<file path="src/rtl/parity_pkg.sv">
// parity_pkg: shared receiver state encoding and serial line levels
package parity_pkg;
   typedef enum logic [1:0] {IDLE, DATA, PARITY, STOP} rx_state_t;
   localparam logic START_BIT = 1'b0;
   localparam logic STOP_BIT  = 1'b1;
endpackage

</file>
<file path="src/rtl/parity_rx_if.sv">
// parity_rx_if: serial-in strobe bus and recovered-word result bus of the receiver
interface parity_rx_if #(
   parameter int width     = 8,
   parameter int cnt_width = 8
);
   logic                 sin;
   logic                 sin_valid;
   logic                 clr_err;
   logic [width-1:0]     q;
   logic                 q_valid;
   logic                 parity_err;
   logic                 frame_err;
   logic                 busy;
   logic [cnt_width-1:0] err_count;
   modport master (
      output sin, sin_valid, clr_err,
      input  q, q_valid, parity_err, frame_err, busy, err_count
   );
   modport slave (
      input  sin, sin_valid, clr_err,
      output q, q_valid, parity_err, frame_err, busy, err_count
   );
endinterface

</file>
<file path="src/rtl/shift_reg_in.sv">
// shift_reg_in: right-shift register loading at the MSB so the first bit ends in bit 0
module shift_reg_in #(
   parameter int width = 8
) (
   input  logic             clk,
   input  logic             reset,
   input  logic             i_en,
   input  logic             i_d,
   output logic [width-1:0] o_q
);
   logic [width-1:0] r_q;
   // shift one bit in per enabled cycle
   always_ff @(posedge clk) begin
      if (reset)
         r_q <= '0;
      else if (i_en)
         r_q <= width > 1 ? {i_d, r_q[width-1:1]} : i_d;
   end
   assign o_q = r_q;
endmodule

</file>
<file path="src/rtl/parity_rx.sv">
// parity_rx: serial start/data/parity/stop frame receiver with parity and framing checks
module parity_rx
   import parity_pkg::*;
#(
   parameter int width      = 8,
   parameter int odd_parity = 0,
   parameter int cnt_width  = 8
) (
   input  logic       clk,
   input  logic       reset,
   parity_rx_if.slave rx
);
   localparam int bw = width > 1 ? $clog2(width) : 1;
   localparam logic [bw-1:0] last_bit = bw'(width - 1);
   rx_state_t            r_state;
   logic                 r_busy;
   logic [bw-1:0]        r_bit_cnt;
   logic                 r_par_bit;
   logic [width-1:0]     r_q;
   logic                 r_q_valid;
   logic                 r_par_err;
   logic                 r_frm_err;
   logic [cnt_width-1:0] r_err_cnt;
   logic [width-1:0]     w_sr;
   logic                 w_shift;
   logic                 w_stop;
   logic                 w_par_err;
   logic                 w_frm_err;
   logic                 w_err_inc;
   assign w_shift   = rx.sin_valid && r_state == DATA;
   assign w_stop    = rx.sin_valid && r_state == STOP;
   assign w_par_err = ((^w_sr) ^ r_par_bit) != 1'(odd_parity);
   assign w_frm_err = rx.sin != STOP_BIT;
   assign w_err_inc = w_stop && (w_par_err || w_frm_err) && r_err_cnt != '1;
   shift_reg_in #(.width(width)) u_sr (
      .clk   (clk),
      .reset (reset),
      .i_en  (w_shift),
      .i_d   (rx.sin),
      .o_q   (w_sr)
   );
   // frame sequencing; every state move and result update waits for a bit strobe
   always_ff @(posedge clk) begin
      if (reset) begin
         r_state   <= IDLE;
         r_busy    <= 1'b0;
         r_bit_cnt <= '0;
         r_par_bit <= 1'b0;
         r_q       <= '0;
         r_q_valid <= 1'b0;
         r_par_err <= 1'b0;
         r_frm_err <= 1'b0;
      end else begin
         r_q_valid <= 1'b0;
         if (rx.sin_valid) begin
            case (r_state)
               IDLE: if (rx.sin == START_BIT) begin
                  r_state   <= DATA;
                  r_busy    <= 1'b1;
                  r_bit_cnt <= '0;
               end
               DATA: begin
                  r_bit_cnt <= r_bit_cnt == last_bit ? '0 : r_bit_cnt + 1'b1;
                  r_state   <= r_bit_cnt == last_bit ? PARITY : DATA;
               end
               PARITY: begin
                  r_par_bit <= rx.sin;
                  r_state   <= STOP;
               end
               default: begin
                  r_q       <= w_sr;
                  r_q_valid <= 1'b1;
                  r_par_err <= w_par_err;
                  r_frm_err <= w_frm_err;
                  r_state   <= IDLE;
                  r_busy    <= 1'b0;
               end
            endcase
         end
      end
   end
   // saturating count of errored frames; a clear beats a same-cycle increment
   always_ff @(posedge clk) begin
      if (reset || rx.clr_err)
         r_err_cnt <= '0;
      else if (w_err_inc)
         r_err_cnt <= r_err_cnt + 1'b1;
   end
   assign rx.q          = r_q;
   assign rx.q_valid    = r_q_valid;
   assign rx.parity_err = r_par_err;
   assign rx.frame_err  = r_frm_err;
   assign rx.busy       = r_busy;
   assign rx.err_count  = r_err_cnt;
endmodule

</file>
<file path="src/flat_wrapper.sv">
// flat-port wrapper written by rule: the top's interface ports become plain ports
module parity_rx_flat import parity_pkg::*;
#(
   parameter int width      = 8,
   parameter int odd_parity = 0,
   parameter int cnt_width  = 8
)
  (clk, reset, rx_sin, rx_sin_valid, rx_clr_err, rx_q, rx_q_valid, rx_parity_err, rx_frame_err, rx_busy, rx_err_count);
  parity_rx_if #(.width(width), .cnt_width(cnt_width)) rx_i ();
  input  logic clk;
  input  logic reset;
  input wire logic [$bits(rx_i.sin)-1:0] rx_sin;
  input wire logic [$bits(rx_i.sin_valid)-1:0] rx_sin_valid;
  input wire logic [$bits(rx_i.clr_err)-1:0] rx_clr_err;
  output wire logic [$bits(rx_i.q)-1:0] rx_q;
  output wire logic [$bits(rx_i.q_valid)-1:0] rx_q_valid;
  output wire logic [$bits(rx_i.parity_err)-1:0] rx_parity_err;
  output wire logic [$bits(rx_i.frame_err)-1:0] rx_frame_err;
  output wire logic [$bits(rx_i.busy)-1:0] rx_busy;
  output wire logic [$bits(rx_i.err_count)-1:0] rx_err_count;
  assign rx_i.sin = rx_sin;
  assign rx_i.sin_valid = rx_sin_valid;
  assign rx_i.clr_err = rx_clr_err;
  assign rx_q = rx_i.q;
  assign rx_q_valid = rx_i.q_valid;
  assign rx_parity_err = rx_i.parity_err;
  assign rx_frame_err = rx_i.frame_err;
  assign rx_busy = rx_i.busy;
  assign rx_err_count = rx_i.err_count;
  parity_rx #(.width(width), .odd_parity(odd_parity), .cnt_width(cnt_width)) u_core (.clk(clk), .reset(reset), .rx(rx_i));
endmodule
</file>
<file path="config.mk">
export PLATFORM = sky130hd
export DESIGN_NAME = parity_rx_flat
export DESIGN_NICKNAME = d
export VERILOG_FILES = /design/src/rtl/parity_pkg.sv /design/src/rtl/parity_rx_if.sv /design/src/rtl/shift_reg_in.sv /design/src/rtl/parity_rx.sv /design/src/flat_wrapper.sv
export SDC_FILE = /design/constraint.sdc
export NUM_CORES = 1
export LEC_CHECK = 0
export CAP_MARGIN = 30
export CORE_AREA = 2 2 54 56
export CTS_CLUSTER_DIAMETER = 40
export CTS_CLUSTER_SIZE = 14
export DETAILED_ROUTE_END_ITERATION = 7
export DIE_AREA = 0 0 56 58
export DONT_BUFFER_PORTS = 1
export PLACE_DENSITY = 0.84
export SYNTH_ARGS = -nofsm -noshare
export SYNTH_HDL_FRONTEND = slang
export SYNTH_SLANG_ARGS = --single-unit
</file>
<file path="constraint.sdc">
create_clock -name clk -period 2.15 [get_ports clk]
set_input_delay 0.215 -clock clk [delete_from_list [all_inputs] [get_ports clk]]
set_output_delay 0.215 -clock clk [all_outputs]
set_load 0.02 [all_outputs]
</file>
Word level (Yosys, flattened, before mapping)
Cells that the tools add are included.
{ "word_totals": {"ff_bits": 34, "in_bits": 5, "wordCells": 49} }
{ "classes": {"n_addsub": 2, "n_eq_ne": 6, "muxes": 9, "n_bitwise": 5, "n_reduce_logical": 17} }
{ "ops": {"columns": ["cell", "n"], "rows": [
  ["adder 8 x 1 -> 8 bit (second input constant)", 1],
  ["!= test 8 bit (second input constant)", 1],
  ["XOR reduction 8 bit", 1],
  ["2-to-1 mux 3 bit", 2],
  ["case mux 2 bit (3 select lines)", 1],
  ["case mux 3 bit (2 select lines)", 1],
  ["AND reduction 2 bit", 3],
  ["AND reduction 3 bit", 2],
  ["equality test 2 bit (second input constant)", 2],
  ["logical AND 1 bit", 4],
  ["2-to-1 mux 2 bit", 2],
  ["inverter 1 bit", 4],
  ["OR reduction 2 bit", 2],
  ["adder 3 x 1 -> 3 bit (second input constant)", 1],
  ["equality test 3 bit (second input constant)", 1],
  ["OR reduction 3 bit", 1],
  ["equality test 2 x 1 -> 1 bit (second input constant)", 1],
  ["zero test 2 bit", 1],
  ["logical OR 1 bit", 2],
  ["2-to-1 mux 1 bit", 2],
  ["!= test 2 bit (second input constant)", 1],
  ["case mux 1 bit (2 select lines)", 1],
  ["nonzero test 2 bit", 1],
  ["XOR 1 bit", 1]
]} }

Longest topological paths before layout
Gate-level depths: netlist of run 1.
{ "depth": {"word_depth": 5, "depth_mapped": 7, "mapped_depth_nobuf": 7} }

Modules after synthesis
Synthesis of run 1 repeated with hierarchy kept, for this count alone.
{ "hier_totals": {"hier_cells": 188, "area_unflattened_um2": 1620.3} }
{ "modules_own_cells": {"columns": ["mod", "n_inst", "cells_per_inst", "area_per_inst_um2", "seq_area_each_um2"], "rows": [
  ["parity_rx", 1, 162, 1335.0, 520.5],
  ["shift_reg_in", 1, 26, 285.3, 160.2]
]} }

Least setup slack after synthesis of run 1
No wires, ideal clock.
{ "synth_timing": {"path_kind": "register to register", "from": "register u_core.u_sr.r_q[5] (netlist: u_core.u_sr.o_q[5])", "to": "register u_core.r_err_cnt[0] (netlist: u_core.rx.err_count[0])", "setup_ps": 70, "arrival_time_ps": 1730, "required_time_ps": 2080, "slack_ps": 350, "path_stages_with_launch": 7, "path_cell_list": "dfxtp_1 xor2_1 xnor3_2 mux2i_2 buf_6 or3_1 a21oi_1"} }
{ "synth_between": {"elab_chain_len": 5} }
{ "synth_rtl": {"columns": ["element", "line_no", "rtl"], "rows": [
  ["start, declared", "shift_reg_in.sv:11", "logic [width-1:0] r_q;"],
  ["start signal, assigned", "shift_reg_in.sv:17", "r_q <= width > 1 ? {i_d, r_q[width-1:1]} : i_d;"],
  ["XOR reduction 8 bit", "parity_rx.sv:32", "assign w_par_err = ((^w_sr) ^ r_par_bit) != 1'(odd_parity);"],
  ["XOR 1 bit", "parity_rx.sv:32", null],
  ["logical OR 1 bit", "parity_rx.sv:34", "assign w_err_inc = w_stop && (w_par_err || w_frm_err) && r_err_cnt != '1;"],
  ["logical AND 1 bit (2 in a row)", "parity_rx.sv:34", null],
  ["end signal, assigned", "parity_rx.sv:87", "r_err_cnt <= r_err_cnt + 1'b1;"],
  ["end, declared", "parity_rx.sv:23", "logic [cnt_width-1:0] r_err_cnt;"]
]} }
No other way between the ends.
A chain may end at the register's enable or synchronous reset.

Final worst setup path of run 1
{ "layout_timing": {"from": "register u_core.u_sr.r_q[5] (netlist: u_core.u_sr.o_q[5])", "to": "register u_core.r_err_cnt[6] (netlist: u_core.rx.err_count[6])"} }
The elaborated chain is that of the path after synthesis.

==> flow_summary_export.csv, run 1 <==
group,metric,value,unit
power,total_power,1.15,mW
global_routing,grt_start_max_net_pins,27,
clock_network,cts_num_sinks,34,
finish,drive_gt1_share,6.32,%
critical_path,critPathMaxFanout,15,
synth,synthTopCellsByArea,"dfxtp_1 (44%), nand2_1 (9.6%), a21oi_1 (8.7%), ha_1 (6.4%), nand3_1 (4.2%)",
routing,postRouteWirelength,2.94,mm
power,lkg_pwr,0.587,nW
clock_network,clock_tree.buffer_depth,2,
critical_path,rr_startpoint,"u_core.u_sr.o_q[5]$_SDFFE_PP0P_",
synth,synth_fp_nets,202,
clock_network,cts_htree_levels,2,
floorplanning,rows,19,
hold_path,hold_path_depth,2,
routing,detail_route.vias_per_cell,5.78,
clock_network,clockRootBuffer,"clkbuf_4",
clock_network,worst_setup_hold_path_clk_slew,100,ps
critical_path,r2r_cells,5,
placed_design,numPortBuffers,0,
sta,slew_viol_final,0,
clock_network,insertion_delay,340,ps
floorplanning,core_area,0.00266,mm^2
power,powerDensity,696,mW/mm^2
floorplanning,die-height,58,um
sta,max_clock_freq,512,MHz
sta,fin_worst_skew,9.77,ps
status,outcome,"finished, final reports clean",
clock_network,clock_tree_from_tritoncts,"yes",
routing,post_drt_wl_per_cell,13.3,um
sta,setup_total_negative_slack,0,ps
critical_path,r2r_setup_slack,200,ps
critical_path,r2r_end,"u_core.rx.err_count[6]$_SDFFE_PP0P_",
flow_run,drv.max_cap_violation_count,0,
finish,layout.core_utilization,61.9,%
global_routing,gr-usage-all-layers,20.0,%
routing,drt-initial-drc-count,28,
synth,synthFlopType,"dfxtp_1",
global_routing,grt_pass1_wl,5.10,mm
sta,slew_headroom,42.3,%
hold_path,min_from,"rx_sin",
synth,yosysWarnings,0,
floorplanning,start_util,58.5,%
floorplanning,ioPinCount,25,
routing,vias,1278,
placed_design,finalWeightedCongestion,0.797,
routing,postRouteAntennaNets,0,
floorplanning,dieArea,0.00325,mm^2
sta,finalSetupViolCount,0,
synth,yosysTopAreaCellShare,43.7,%
critical_path,critical_path.endpoint_type,"flop",
sta,layout_min_cycle_time,1950,ps
finish,num-nets-final,202,
global_routing,grt_antenna_before_repair,0,
routing,drt_pass1_iterations,4,
synth,ys_async_sr_fraction,0,%
critical_path,data_required_time_at_the_worst_endpoint,2370,ps
sta,rsz0062_at_grt,"false",
finish,syn2layout_area_growth,5.95,%
placed_design,dp_hpwl,2.17,mm
critical_path,critical_path_class,"flop to flop",
finish,antenna_cells_inserted,0,
hold_path,holdCritPathClass,"primary input to flop",
synth,synth_largest_area_cell,"dfxtp_1",
critical_path,worstPathArrival,2170,ps
global_routing,grt_pass1_vias,1179,
power,vdd.ir_drop.worst,460,uV
clock_network,tritoncts.num_buffers,5,
sta,final_hold_viol_count,0,
sta,layout_worst_path_cycle_share,90.8,%
clock_network,cts.repair_timing.setup_buffer_count,0,
synth,postSynthRegisterBits,34,
synth,synth.lib_cells_used.distinct,35,
critical_path,timing.critical_path.from_type,"flop",
synth,synth_cells,189,
global_routing,grt_overflow,0,
hold_path,hold_path_end,"u_core.u_sr.o_q[7]$_SDFFE_PP0P_",
floorplanning,dieWidth,56,um
sta,worst_pin_slew,863,ps
synth,synth-edff-count,0,
routing,drc_markers,0,
synth,syn-mean-instance-area,8.24,um^2
synth,yosysSeqAreaShare,43.7,%
synth,synth.cell_area,0.00156,mm^2
-- cell usage in the layout (no fill, tap or decap), types with 3 or more instances in the layout --
cell / synthesis / final
nor2_1: 11 / 11
nand2_1: 40 / 40
or3_1: 5 / 5
o21ai_0: 8 / 8
nand4_1: 3 / 3
a21oi_1: 27 / 27
nand3_1: 13 / 13
clkbuf_4: 0 / 5
ha_1: 8 / 8
inv_1: 4 / 4
dfxtp_1: 34 / 34
-- critical path, cell delays in order (launching register included) --
cell,delay (ps)
dfxtp_1,410
xor2_1,160
xnor3_2,460
mux2i_2,520
nor2_1,150
mux2i_1,140
-- registers in the layout, summed over array words and instances, names as in the netlist --
register and flops:
u_core.r_par_bit 1, u_core.r_state 2, u_core.u_sr.o_q 8, u_core.rx.q 8, u_core.rx.err_count 8, u_core.rx.parity_err 1
u_core.rx.q_valid 1, u_core.r_bit_cnt 3, u_core.rx.frame_err 1, u_core.rx.busy 1
-- cells in the mapped netlist (2+ instances only) --
library cell,number
xor2_1,2
dfxtp_1,34
nand2_1,40
a31oi_1,2
a21oi_1,27
clkbuf_1,7
nor2_1,11
nand4_1,3
nand3_1,13
xnor2_1,2
o211ai_1,2
inv_1,4
nor3_1,2
or3_1,5
o21ai_0,8
ha_1,8
-- kinds of logic (layout without fill, tap and decap cells) --
family	count (synthesis)	in the layout	share of synthesized area (%)
mux	2	2	1.53
compound gates	45	45	16.1
simple gates	81	81	23.4
xor+xnor	6	6	5.23
buf+inv	13	14	3.62
fa+ha+maj	8	8	6.43
flops	34	34	43.7
-- stage by stage --
stage	setup WS, ps	cells	hold WS (ps)	area [um^2]
after floorplan	350	189	362	1560
after global placement	302	212	289	1560
after detailed placement	192	212	289	1560
after CTS	192	221	17.5	1650
after global routing	17.8	221	14.7	1650
final	198	221	20.3	1650
-- report_power, final --
group	internal, mW	total, mW	switching [mW]
logic	0.0170	0.0533	0.0363
registers	0.634	0.641	0.00700
clock network	0.241	0.453	0.212
-- per-layer routing --
metal	GRT usage (%)	up-vias	routed length, um
li1	-	659	-
met2	32.6	23	1410
met1	23.4	592	1340
met4	8.50	0	38
met5	0	-	0
met3	8.26	4	153
-- worst max path at each step --
stage	to	slack, ps	start	cells after the start
after floorplan	u_core.rx.err_count[0]$_SDFFE_PP0P_	350	u_core.u_sr.o_q[5]$_SDFFE_PP0P_	6
after global placement	u_core.rx.err_count[3]$_SDFFE_PP0P_	300	u_core.u_sr.o_q[5]$_SDFFE_PP0P_	5
after detailed placement	u_core.rx.err_count[6]$_SDFFE_PP0P_	190	u_core.u_sr.o_q[5]$_SDFFE_PP0P_	5
after CTS	u_core.rx.err_count[6]$_SDFFE_PP0P_	190	u_core.u_sr.o_q[5]$_SDFFE_PP0P_	5
after global routing	u_core.rx.err_count[4]$_SDFFE_PP0P_	20	u_core.u_sr.o_q[4]$_SDFFE_PP0P_	5
final	u_core.rx.err_count[6]$_SDFFE_PP0P_	200	u_core.u_sr.o_q[5]$_SDFFE_PP0P_	5
-- layout make-up --
| cell class | count | area (um^2) |
|---|---|---|
| clock inverter | 3 | 40.0 |
| sequential | 34 | 681 |
| clock buffer | 5 | 37.5 |
| timing repair buffer | 2 | 17.5 |
| tap | 31 | 38.8 |
| multi-input combinational | 142 | 820 |
| inverter | 4 | 15.0 |
| fill | 234 | 1010 |
-- what timing repair did --
action,4_1_cts,5_1_grt
hold buffers,1,0
hold endpoints to repair,26,0
resized for setup,0,0
Power figures use the tool's default switching activity.
==> run 2, diff against run 1 <==
- SKIP_CTS_REPAIR_TIMING: not set -> 1
==> run 2 against run 1 <==
Net effect: critical endpoint unchanged; wire length rose by 0.58%; via count did not move; total power barely moved; final area did not move; sequential share of layout area did not move; non-clock buffer count did not move; die area did not move; clock power barely moved; worst hold slack barely moved; highest routed layer unchanged; global-route usage barely moved.
==> flow_summary_export.csv, run 2 (synthesis gave the netlist of run 1 again) <==
group,metric,value,unit
status,outcome,"finished, final reports clean",
routing,drc_markers,0,
placed_design,finalWeightedCongestion,0.797,
clock_network,cts_num_sinks,34,
global_routing,global_route.usage.met2,32.6,%
clock_network,cts_htree_levels,2,
global_routing,grt_pass1_vias,1179,
hold_path,hold_path_end,"u_core.u_sr.o_q[7]$_SDFFE_PP0P_",
sta,rsz0062_at_grt,"false",
sta,worst_pin_slew,905,ps
floorplanning,die-height,58,um
clock_network,worst_setup_hold_path_clk_slew,100,ps
critical_path,rr_startpoint,"u_core.u_sr.o_q[5]$_SDFFE_PP0P_",
finish,antenna_cells_inserted,0,
critical_path,critical_path.endpoint_type,"flop",
global_routing,met1_usage,23.2,%
finish,drive_gt1_share,6.32,%
finish,leading_cell_type_in_the_layout_fill_and_taps_excluded,"nand2_1",
finish,stdcell_area,0.00165,mm^2
routing,detail_route.vias_per_cell,5.78,
floorplanning,start_util,58.5,%
sta,slew_headroom,39.5,%
critical_path,timing.critical_path.from_type,"flop",
power,combinationalPowerShare,4.7,%
floorplanning,ioPinCount,25,
sta,hold-worst-slack,20.4,ps
critical_path,r2r_cells,5,
power,share_clk_of_total_power,39.5,%
sta,max_clock_freq,512,MHz
sta,slew_viol_final,0,
sta,layout_min_cycle_time,1950,ps
routing,postRouteAntennaNets,0,
routing,drt_pass1_iterations,4,
global_routing,gr-usage-all-layers,19.9,%
sta,worst_slack,197,ps
sta,finalSetupViolCount,0,
placed_design,dp_hpwl,2.17,mm
floorplanning,core_area,0.00266,mm^2
global_routing,grt_start_max_net_pins,29,
power,seq_power_share,55.8,%
floorplanning,dieWidth,56,um
sta,final_hold_viol_count,0,
global_routing,groute.layer.met3.usage,8.26,%
global_routing,gr_busiest_metal,"met2",
power,total_power,1.15,mW
placed_design,numPortBuffers,0,
power,switchingPower,0.256,mW
hold_path,min_from,"rx_sin",
clock_network,clock_tree_from_tritoncts,"yes",
routing,vias,1278,
power,cell_internal_pwr,0.892,mW
clock_network,clockRootBuffer,"clkbuf_4",
critical_path,critPathMaxFanout,15,
floorplanning,rows,19,
sta,fin_worst_skew,8.88,ps
routing,postRouteWirelength,2.96,mm
hold_path,hold_path_depth,2,
sta,layout_worst_path_cycle_share,90.8,%
power,lkg_pwr,0.587,nW
routing,drt-initial-drc-count,26,
clock_network,clock_tree.buffer_depth,2,
critical_path,r2r_end,"u_core.rx.err_count[6]$_SDFFE_PP0P_",
finish,most-common-layout-cells,"nand2_1 (40), dfxtp_1 (34), a21oi_1 (27)",
global_routing,grt_overflow,0,
finish,fillers,234,
routing,post_drt_wl_per_cell,13.4,um
flow_run,drv.max_cap_violation_count,0,
clock_network,insertion_delay,340,ps
critical_path,worstPathArrival,2180,ps
critical_path,critical_path_class,"flop to flop",
critical_path,r2r_setup_slack,200,ps
finish,syn2layout_area_growth,5.95,%
placed_design,post_place_worst_slack,192,ps
power,powerDensity,696,mW/mm^2
power,vdd.ir_drop.worst,443,uV
hold_path,holdCritPathClass,"primary input to flop",
floorplanning,dieArea,0.00325,mm^2
finish,num-nets-final,202,
power,power.share.switching,22.3,%
clock_network,tritoncts.num_buffers,5,
placed_design,postPlaceCellArea,0.00156,mm^2
sta,setup_total_negative_slack,0,ps
global_routing,grt_pass1_wl,5.09,mm
global_routing,grt_antenna_before_repair,0,
critical_path,data_required_time_at_the_worst_endpoint,2370,ps
run 2: cell counts in the layout (fill, tap and decap cells not counted):
Identical to the previous run, type by type.
run 2: power groups by stage:
| stage | combinational (mW) | clock, mW | sequential (mW) |
|---|---|---|---|
| 6_report | 0.0537 | 0.453 | 0.641 |
| 5_1_grt | 0.0621 | 0.488 | 0.642 |
| 4_1_cts | 0.0453 | 0.458 | 0.641 |
| 3_5_place_dp | 0.0451 | 0 | 0.656 |
| 3_3_place_gp | 0.0426 | 0 | 0.655 |
| 2_1_floorplan | 0.0475 | 0 | 0.654 |
run 2: metrics by stage:
step / cells / util (%)
6_report: 221 / 61.9
5_1_grt: 221 / 61.9
4_1_cts: 220 / 61.6
3_5_place_dp: 212 / 58.6
3_3_place_gp: 212 / 58.6
2_1_floorplan: 189 / -
run 2: worst max-delay path: stages, from the launching register on:
cell and delay [ps]:
dfxtp_1 410, xor2_1 160, xnor3_2 470, mux2i_2 520, nor2_1 150, mux2i_1 140
run 2: how the worst max path moves through the flow:
stage,start,to,depth (start not counted)
2_1_floorplan,u_core.u_sr.o_q[5]$_SDFFE_PP0P_,u_core.rx.err_count[0]$_SDFFE_PP0P_,6
3_3_place_gp,u_core.u_sr.o_q[5]$_SDFFE_PP0P_,u_core.rx.err_count[3]$_SDFFE_PP0P_,5
3_5_place_dp,u_core.u_sr.o_q[5]$_SDFFE_PP0P_,u_core.rx.err_count[6]$_SDFFE_PP0P_,5
4_1_cts,u_core.u_sr.o_q[5]$_SDFFE_PP0P_,u_core.rx.err_count[6]$_SDFFE_PP0P_,5
5_1_grt,u_core.u_sr.o_q[4]$_SDFFE_PP0P_,u_core.rx.err_count[4]$_SDFFE_PP0P_,5
6_report,u_core.u_sr.o_q[5]$_SDFFE_PP0P_,u_core.rx.err_count[6]$_SDFFE_PP0P_,5
run 2: layout make-up:
class / instances / area (um^2) / area share [%]
clock buffers: 5 / 37.5 / 2.28
clock inverters: 3 / 40.0 / 2.43
multi-input cells: 142 / 820 / 49.7
repair buffers: 2 / 17.5 / 1.06
flip-flops and latches: 34 / 681 / 41.3
inverters: 4 / 15.0 / 0.910
well taps: 31 / 38.8 / 2.35
run 2: routing by layer:
layer | part of all wire (%) | up-vias
met2 | 48 | 25
met4 | 1.3 | 0
met3 | 5.2 | 4
met5 | 0 | -
li1 | - | 658
met1 | 45 | 591
==> variant: new RTL, flow settings as in run 1 <==
`odd_parity` is set to 0 in 2 places; all go to 1.
--- a/src/rtl/parity_rx.sv
+++ b/src/rtl/parity_rx.sv
@@ -5,3 +5,3 @@
    parameter int width      = 8,
-   parameter int odd_parity = 0,
+   parameter int odd_parity = 1,
    parameter int cnt_width  = 8
--- a/src/flat_wrapper.sv
+++ b/src/flat_wrapper.sv
@@ -4,3 +4,3 @@
    parameter int width      = 8,
-   parameter int odd_parity = 0,
+   parameter int odd_parity = 1,
    parameter int cnt_width  = 8
Formal check against the unedited RTL: no difference found for any inputs over 10 cycles, from zero or initial values and one cycle with reset high; that may be too few to reach the edited logic, so the function may still have changed.
==> variant against run 1 <==
Setup slack worse by 120 ps. Total power rose by 14%. Wire length is 7.4% higher. Via count increased by 3.1%. Area after synthesis rose by 0.40%. Worst hold slack worse by 11 ps. Non-clock buffer count increased by 1. Clock skew fell by 6.7 ps. Design area is 3.6% higher. Combinational power barely moved. Global-route usage up 1.1 points. Sequential cell count unchanged. Critical endpoint is now u_core.rx.err_count[5]$_SDFFE_PP0P_.
==> variant: results <==
export IMPL_status="complete, no violations"
export IMPL_cp_endpoint="u_core.rx.err_count[5]$_SDFFE_PP0P_"
export IMPL_leakage_nw=0.607
export IMPL_synth_compound_area_frac=0.155
export IMPL_vias=1317
export IMPL_synthTopCellsByCount="nand2_1, dfxtp_1, a21oi_1"
export IMPL_seq_cell_count=34
export IMPL_clkbuf_count=6
export IMPL_r2r_start="u_core.u_sr.o_q[4]$_SDFFE_PP0P_"
export IMPL_dp_hpwl_um=2150
export IMPL_pre_cts_slack_ps=115
export IMPL_bufAreaShareNonClock=0.0161
export IMPL_p_int_mw=1.05
export IMPL_grt_total_usage=0.211
export IMPL_gp_congestion=0.809
export IMPL_nNonClkInverters=3
export IMPL_n_all_buffers=3
export IMPL_cts_hold_buf=2
export IMPL_slowest_stage="or4_1"
export IMPL_synthXorXnorAreaFrac=0.0520
export IMPL_totalWireLength_um=3160
export IMPL_multi_input_gates=140
export IMPL_drive_gt1_frac=0.0691
export IMPL_synthMuxAreaShare=0.0152
export IMPL_nFillCells=228
export IMPL_drt_met1_wl_um=1370
export IMPL_area_growth_pct=9.29
export IMPL_post_dp_cell_area_um2=1570
export IMPL_wl_met3_um=191
export IMPL_grt_pass1_wl_um=5290
export IMPL_num_nets_final=200
export IMPL_vias_per_cell=6.01
export IMPL_peakVddDrop_uv=654
export IMPL_wl_met2_um=1520
export IMPL_arrival_ps=2350
export IMPL_synthAdderAreaFrac=0.0641
export IMPL_synth_area_leaders="dfxtp_1, nand2_1, a21oi_1"
export IMPL_multi_input_area_share=0.491
export IMPL_clk_share=0.0652
export IMPL_ys_seq_area_frac=0.436
[variant: worst max-delay path: cells and delay by family (launching register included)]
kind / cells / cell delay, ps
xor+xnor: 2 / 640
simple gates: 1 / 520
mux: 1 / 270
compound gates: 1 / 160
flops: 1 / 420
[variant: metal layers]
metal | global-route usage | vias to the layer above
li1 | - | 657
met1 | 0.250 | 606
met2 | 0.348 | 43
met3 | 0.0737 | 11
met4 | 0.0986 | 0
met5 | 0 | -
[variant: power by group through the flow]
| stage | sequential [mW] | clock, mW | combinational (mW) |
|---|---|---|---|
| floorplan | 0.654 | 0 | 0.0446 |
| global placement | 0.655 | 0 | 0.0393 |
| detailed placement | 0.655 | 0 | 0.0414 |
| CTS | 0.641 | 0.624 | 0.0515 |
| global route | 0.642 | 0.641 | 0.0598 |
| finish | 0.641 | 0.613 | 0.0531 |
